## src/rtl/envelope_shaper.sv

```systemverilog
// ADSR envelope generator that scales the oscillator's square output.
// The envelope steps once per prescaler tick; gate edges act on every clock.
module envelope_shaper #(
  parameter int TICK_DIV = 256,
  parameter int ENV_MAX  = 255
) (
  input  logic       clk,
  input  logic       reset,
  input  logic       gate,
  input  logic [7:0] square_in,
  input  logic [7:0] attack_rate,
  input  logic [7:0] decay_rate,
  input  logic [7:0] sustain_level,
  input  logic [7:0] release_rate,
  output logic [7:0] sample_out,
  output logic [7:0] env_level,
  output logic [2:0] state_out,
  output logic       busy
);

  localparam int CW = (TICK_DIV > 2) ? $clog2(TICK_DIV) : 1;
  localparam logic [CW-1:0] CNT_LAST = CW'(TICK_DIV - 1);
  localparam logic [7:0] ENV_TOP = 8'(ENV_MAX);

  typedef enum logic [2:0] {
    IDLE    = 3'd0,
    ATTACK  = 3'd1,
    DECAY   = 3'd2,
    SUSTAIN = 3'd3,
    RELEASE = 3'd4
  } state_t;

  state_t        state_q, state_d;
  logic [CW-1:0] cnt_q, cnt_d;
  logic [7:0]    env_q, env_d;
  logic [7:0]    sample_q, sample_d;
  logic          gate_q;
  logic          busy_q;
  logic          tick, rise, fall;
  logic [8:0]    sum9, dec9, rel9;

  assign tick  = (cnt_q == CNT_LAST);
  assign cnt_d = tick ? '0 : cnt_q + 1'b1;
  assign rise  = gate & ~gate_q;
  assign fall  = ~gate & gate_q;

  // 9-bit arithmetic so the carry/borrow reveals saturation and underflow
  assign sum9 = {1'b0, env_q} + {1'b0, attack_rate};
  assign dec9 = {1'b0, env_q} - {1'b0, decay_rate};
  assign rel9 = {1'b0, env_q} - {1'b0, release_rate};

  always_comb begin
    state_d = state_q;
    env_d   = env_q;
    if (rise) begin
      state_d = ATTACK;
    end else if (fall) begin
      if (state_q == ATTACK || state_q == DECAY || state_q == SUSTAIN)
        state_d = RELEASE;
    end else if (tick) begin
      case (state_q)
        ATTACK: begin
          if (attack_rate == 8'd0 || sum9 >= {1'b0, ENV_TOP}) begin
            env_d   = ENV_TOP;
            state_d = DECAY;
          end else begin
            env_d = sum9[7:0];
          end
        end
        DECAY: begin
          if (decay_rate == 8'd0 || dec9[8] || dec9[7:0] <= sustain_level) begin
            env_d   = sustain_level;
            state_d = SUSTAIN;
          end else begin
            env_d = dec9[7:0];
          end
        end
        SUSTAIN: env_d = sustain_level;
        RELEASE: begin
          if (release_rate == 8'd0 || rel9[8] || rel9[7:0] == 8'd0) begin
            env_d   = 8'd0;
            state_d = IDLE;
          end else begin
            env_d = rel9[7:0];
          end
        end
        IDLE:    env_d = 8'd0;
        default: begin
          env_d   = 8'd0;
          state_d = IDLE;
        end
      endcase
    end
  end

  // Top byte of the 16-bit product; full scale 255*255 lands on 254
  assign sample_d = 8'(({8'd0, square_in} * {8'd0, env_q}) >> 8);

  always_ff @(posedge clk or negedge reset) begin
    if (!reset) begin
      state_q  <= IDLE;
      cnt_q    <= '0;
      env_q    <= 8'd0;
      sample_q <= 8'd0;
      gate_q   <= 1'b0;
      busy_q   <= 1'b0;
    end else begin
      state_q  <= state_d;
      cnt_q    <= cnt_d;
      env_q    <= env_d;
      sample_q <= sample_d;
      gate_q   <= gate;
      busy_q   <= (state_d != IDLE);
    end
  end

  assign sample_out = sample_q;
  assign env_level  = env_q;
  assign state_out  = state_q;
  assign busy       = busy_q;

endmodule
```

## config.mk

```make
export PLATFORM = sky130hd
export DESIGN_NAME = envelope_shaper
export DESIGN_NICKNAME = d
export VERILOG_FILES = /design/src/rtl/envelope_shaper.sv
export SDC_FILE = /design/constraint.sdc
export NUM_CORES = 1
export LEC_CHECK = 0
export ABC_AREA = 1
export CAP_MARGIN = 20
export CORE_AREA = 4 4 134 136
export CTS_BUF_LIST = sky130_fd_sc_hd__clkbuf_8
export DETAILED_ROUTE_END_ITERATION = 10
export DIE_AREA = 0 0 138 140
export PLACE_DENSITY = 0.59
export SYNTH_ARGS = -nofsm -noshare
export SYNTH_HDL_FRONTEND = slang
export SYNTH_SLANG_ARGS = --single-unit
```

## constraint.sdc

```tcl
create_clock -name clk -period 4.05 [get_ports clk]
set_input_delay 0.81 -clock clk [delete_from_list [all_inputs] [get_ports clk]]
set_output_delay 0.81 -clock clk [all_outputs]
set_load 0.01 [all_outputs]
```

Word-level counts from Yosys, hierarchy flattened. Cells that the tools add are included.

Register bits after elaboration: 29. Bits in latches: 0. Memory bits (writable): 0. Bits in read-only memories: 0. Bits of input ports: 43. Output and inout bits: 20. Word-level logic and storage cells: 52. Memories: 0.

Add/sub/neg operators: 4. Multipliers: 1. Divide/modulo/power cells: 0. Magnitude comparators: 2. Equal/unequal tests: 5. Shift-type cells: 0. Multiplexer cells: 13. Bitwise gates (word level): 6. Reductions and logical operators: 15.

Operators with widths (number): 8-bit zero test (4); 8-bit two-way mux (4); 8-bit case mux with 4 select lines (1); 3-bit two-way mux (7); 8-bit by 8-bit subtractor with 9-bit output (2); 8-bit by 8-bit multiplier with 16-bit output (1); 3-bit case mux with 4 select lines (1); 8-bit by 8-bit adder with 9-bit output (1); 9-bit by 8-bit >= comparator with 1-bit output, second input constant (1); 8-bit by 1-bit adder with 8-bit output, second input constant (1); 8-bit == test, second input constant (1); 8-bit less-or-equal comparator (1); 1-bit logical OR (7); 3-bit by 2-bit == test with 1-bit output, second input constant (2); 1-bit NOT (4); 3-bit by 1-bit == test with 1-bit output, second input constant (1); 3-bit == test, second input constant (1); 3-bit zero test (1); 3-bit AND reduction (1); 3-bit nonzero test (1); 1-bit AND (2); 2-bit OR reduction (1).

Logic depth before layout (Yosys ltp). Gate-level depths: netlist of the first run.

Word-level depth: 9. Depth in mapped cells: 23. Gate-level depth less buffers: 22.

Worst setup path before layout of the first run. OpenSTA, ideal clock, no wires.

Path kind: input to register. Start: in square_in[2]. End: reg sample_q[5], in the netlist sample_out[5]. Library setup time: 0.116 ns. Arrival time: 4.114 ns. Data required time: 3.934 ns. Path slack: -0.180 ns. Stages on the path: 16. Buffers on the path: 1. Cells stage by stage: clkbuf_1 nand2_1 fa_1 inv_1 fa_1 fa_1 fa_1 ha_1 a21oi_1 nand2_1 nand2_1 nand2_2 nand3_1 nand2_1 nand2_1 nand2_1.

Cells in the longest elaborated chain, start to end: 1.

RTL lines: start, declared (RTL line 10) `input logic [7:0] square_in,`; 8-bit by 8-bit multiplier with 16-bit output (RTL line 97) `assign sample_d = 8'(({8'd0, square_in} * {8'd0, env_q}) >> 8);`; net sample_d[5] (RTL line 36) `logic [7:0] sample_q, sample_d;`; end signal, assigned (RTL line 111) `sample_q <= sample_d;`; end, declared (RTL line 36).

The timed path passes the listed nets, and every way through them passes these cells. A chain may end at the register's enable or synchronous reset.

Final worst setup path of the first run.
Start: in square_in[6]. End: reg sample_q[7], in the netlist sample_out[7].

Same word-level chain as after synthesis.

==> flow_summary.yaml, run 1 <==
global_route:
  grt_pass1_wl_mm: 22.1
  globalRouteTotalUtil: 0.137
  globalRoute.totalOverflow: 0
  grt_pass1_vias: 4628
  grt_antenna_before_repair: 0
  grt_max_degree: 30
timing:
  finalHoldViolCount: 0
  max_slew.worst_pin.slew_ps: 509
  grt_setup_unrepaired: "true"
  clock.fmax_mhz: 258
  fin_crit_sh: 0.955
  whs_ps: 467
  final.min_clock_period_ps: 3870
  post-route-worst-setup-slack_ps: 181
  timing.max_slew.rel_slack: 0.659
  setup_viol: 0
  clock_skew_ps: 8.85
  timing.setup.tns_ps: 0
  timing.final.max_slew_violations: 0
pwr:
  power_leakage_nw: 3.74
  post-layout-total-power_mw: 0.940
  cellPowerDensity_nw_per_um2: 148
  worst_ir_drop_vdd_mv: 0.113
cts:
  cts.htree.levels: 2
  cts.sinks: 29
  cts_root_buffer: "clkbuf_8"
  cts-root-to-sink-buffers: 2
  worst_setup_hold_path_clk_slew_ps: 80
  cts_made_buffers: 5
  clk_latency_ps: 300
  tritoncts: "yes"
synthesis:
  ys_dominant_reg_cell: "dfrtp_1"
  syn_inst: 704
  postSynth.asyncResetShare: 1.00
  synth_area_um2: 4930
  synth_simple_gate_area_share: 0.260
  yosysWarnings: 0
  post_synth_mux_area_share: 0
  syn-mean-instance-area_um2: 7.00
  synth_xor_xnor_area_share: 0.0373
  synth.net_count: 853
  synth_seq_area_share: 0.147
  synth.lib_cells_used.distinct: 40
  synth-edff-count: 0
  post_synth_fa_ha_maj_area_fraction: 0.327
  synth_compound_area_frac: 0.0841
  dominant_combinational_cell_family_by_area_after_synthesis: "adder cells"
  synth-seq-cells: 29
worst_setup_path:
  cp_max_fo: 4
  critPathSlowestCell: "fa_1"
  crit_family: "adder cells"
  crit_type: "in -> reg"
  path_buf_inv: 2
  required_ps: 4230
  cp-end-kind: "flip-flop"
  cp-start-kind: "input pin"
  critical_path_max_stage_delay_ps: 570
  crit_path_frequent_cell: "fa_1"
  critical_path_arrival_ps: 4050
  crit_path_cell_trace: "clkbuf_4 > nand2_2 > fa_1 > inv_2 > fa_1 > fa_1 > fa_1 > ha_4 > a21oi_2 > nand2_2 > nand2_2 > nand2_4 > nand2_1 > nand2_1 > xnor2_1"
placement:
  dpl-instance-area_um2: 6150
  globalplace.congestion: 0.922
  detailedPlace.worstSlack_ps: -672
  place_hpwl_mm: 10.9
  numPortBuffers: 62
  dpl.cell_count: 1023
final_layout:
  fin_area_um2: 6360
  drive_above_1_share: 0.134
  num_antenna_cells: 0
  fin_util: 0.376
  finish.cell_count_without_fillers: 1032
  nets: 955
  fillerInstances: 1856
  area_added_between_synthesis_and_finish_pct: 29.1
die:
  design.portCount: 63
  floorplan.core_area_um2: 16900
  die_outline_area_um2: 19300
  fp-row-count: 48
  start_util: 0.291
  die-height_um: 140
  width_of_the_chip_um: 138
drt:
  remaining_drc_errors: 0
  number_of_vias_per_cell_after_detailed_routing: 4.44
  antenna_violating_nets_left: 0
  drt-pass1-iter-count: 4
  wl_per_cell_um: 12.5
  detailroute.via_count: 4586
  drt_iter0_markers: 182
  routed_wl_mm: 12.9
run:
  max_cap_violations: 0
worst_hold_path:
  hold_path_class: "reg -> reg"
outcome:
  run_status: "finished clean"
## cells by family (layout without fill, tap and decap cells)
kind of cell / count (synthesis) / in the layout
simple gates: 288 / 288
buf+inv: 188 / 291
fa+ha+maj: 106 / 106
compound gates: 72 / 72
flops: 29 / 29
xor+xnor: 21 / 21
## state kept, by name, indices dropped and copies added (netlist names)
| signal | count |
|---|---|
| state_out | 3 |
| gate_q | 1 |
| sample_out | 8 |
| busy | 1 |
| env_level | 8 |
| cnt_q | 8 |
## where the power goes
group / switching [mW] / internal (mW)
clock: 0.140 / 0.245
combinational: 0.138 / 0.116
sequential: 0.00808 / 0.295
## what timing repair did
action	4_1_cts	5_1_grt
hold buffers	0	0
cloned	0	0
gates resized for setup	16	37
setup endpoints to repair	7	9
setup buffers	0	1
pin swaps	4	23
## placed cells by master, fill, tap and decap left out, types with 2 or more instances in the layout
cell type,count
nor3_1,4
a21oi_1,32
fa_1,36
ha_1,64
dfrtp_1,29
o211ai_1,6
nor3_2,2
nor2_1,22
xnor2_1,8
bufinv_16,2
inv_2,3
buf_2,2
o21ai_0,11
a22oi_1,3
inv_1,170
xor2_1,13
fa_2,2
buf_4,47
clkbuf_8,5
nor2_2,3
clkbuf_4,3
nand2_2,10
o21ai_1,6
clkbuf_2,2
nor4_1,6
a41oi_1,2
nand3_2,5
nand4_1,11
ha_4,4
nand2_1,182
nor2_4,2
nand3_1,32
a21oi_2,6
clkdlybuf4s50_1,54
## path summary, 6_finish.rpt
check,slack (ps),start,cells past startpoint,end
max,180,square_in[6],15,sample_out[7]
max in group asynchronous,2850,reset,2,state_out[0]
min,470,cnt_q[0],1,cnt_q[0]
min reg2reg,470,cnt_q[0],1,cnt_q[0]
min in group asynchronous,900,reset,2,sample_out[4]
max reg2reg,300,env_level[7],15,sample_out[7]
## final cells by class
type                       count  area, um2  area share
clock buffer                   5       68.8      0.0108
clock inverter                 3       65.1      0.0102
inverter                     173        649       0.102
multi-input combinational    487       3610       0.568
sequential                    29        726       0.114
tap                          225        282      0.0443
timing repair buffer         110        960       0.151
## routing by layer
layer,track usage,share of wire
met5,0,0
met4,0.0291,0.010
met3,0.0242,0.048
met2,0.240,0.48
met1,0.178,0.46
## Yosys cell counts, drive strengths merged, types with 2 or more instances
master | number | area, um2
a41oi | 2 | 17.5
nor4 | 6 | 37.5
dfrtp | 29 | 726
a21oi | 38 | 198
a22oi | 3 | 22.5
buf | 3 | 17.5
inv | 173 | 649
ha | 68 | 851
nand4 | 13 | 103
o211ai | 7 | 57.6
nand3 | 38 | 210
fa | 38 | 761
xnor2 | 8 | 70.1
clkbuf | 12 | 45.0
nand2 | 193 | 732
o21ai | 18 | 90.1
nor2 | 27 | 124
xor2 | 13 | 114
nand3b | 2 | 18.8
nor3 | 6 | 35.0
Note: power is estimated with default switching activity, not from simulation.
==> inputs of run 2 (changes only) <==
--- a/config.mk
+++ b/config.mk
@@ -9,6 +9,7 @@
 export CAP_MARGIN = 20
 export CORE_AREA = 4 4 134 136
 export CTS_BUF_LIST = sky130_fd_sc_hd__clkbuf_8
+export CTS_CLUSTER_DIAMETER = 120
 export DETAILED_ROUTE_END_ITERATION = 10
 export DIE_AREA = 0 0 138 140
 export PLACE_DENSITY = 0.59
==> results of run 2 <==
The final DEF is identical to that of run 1; final timing and power are the same.
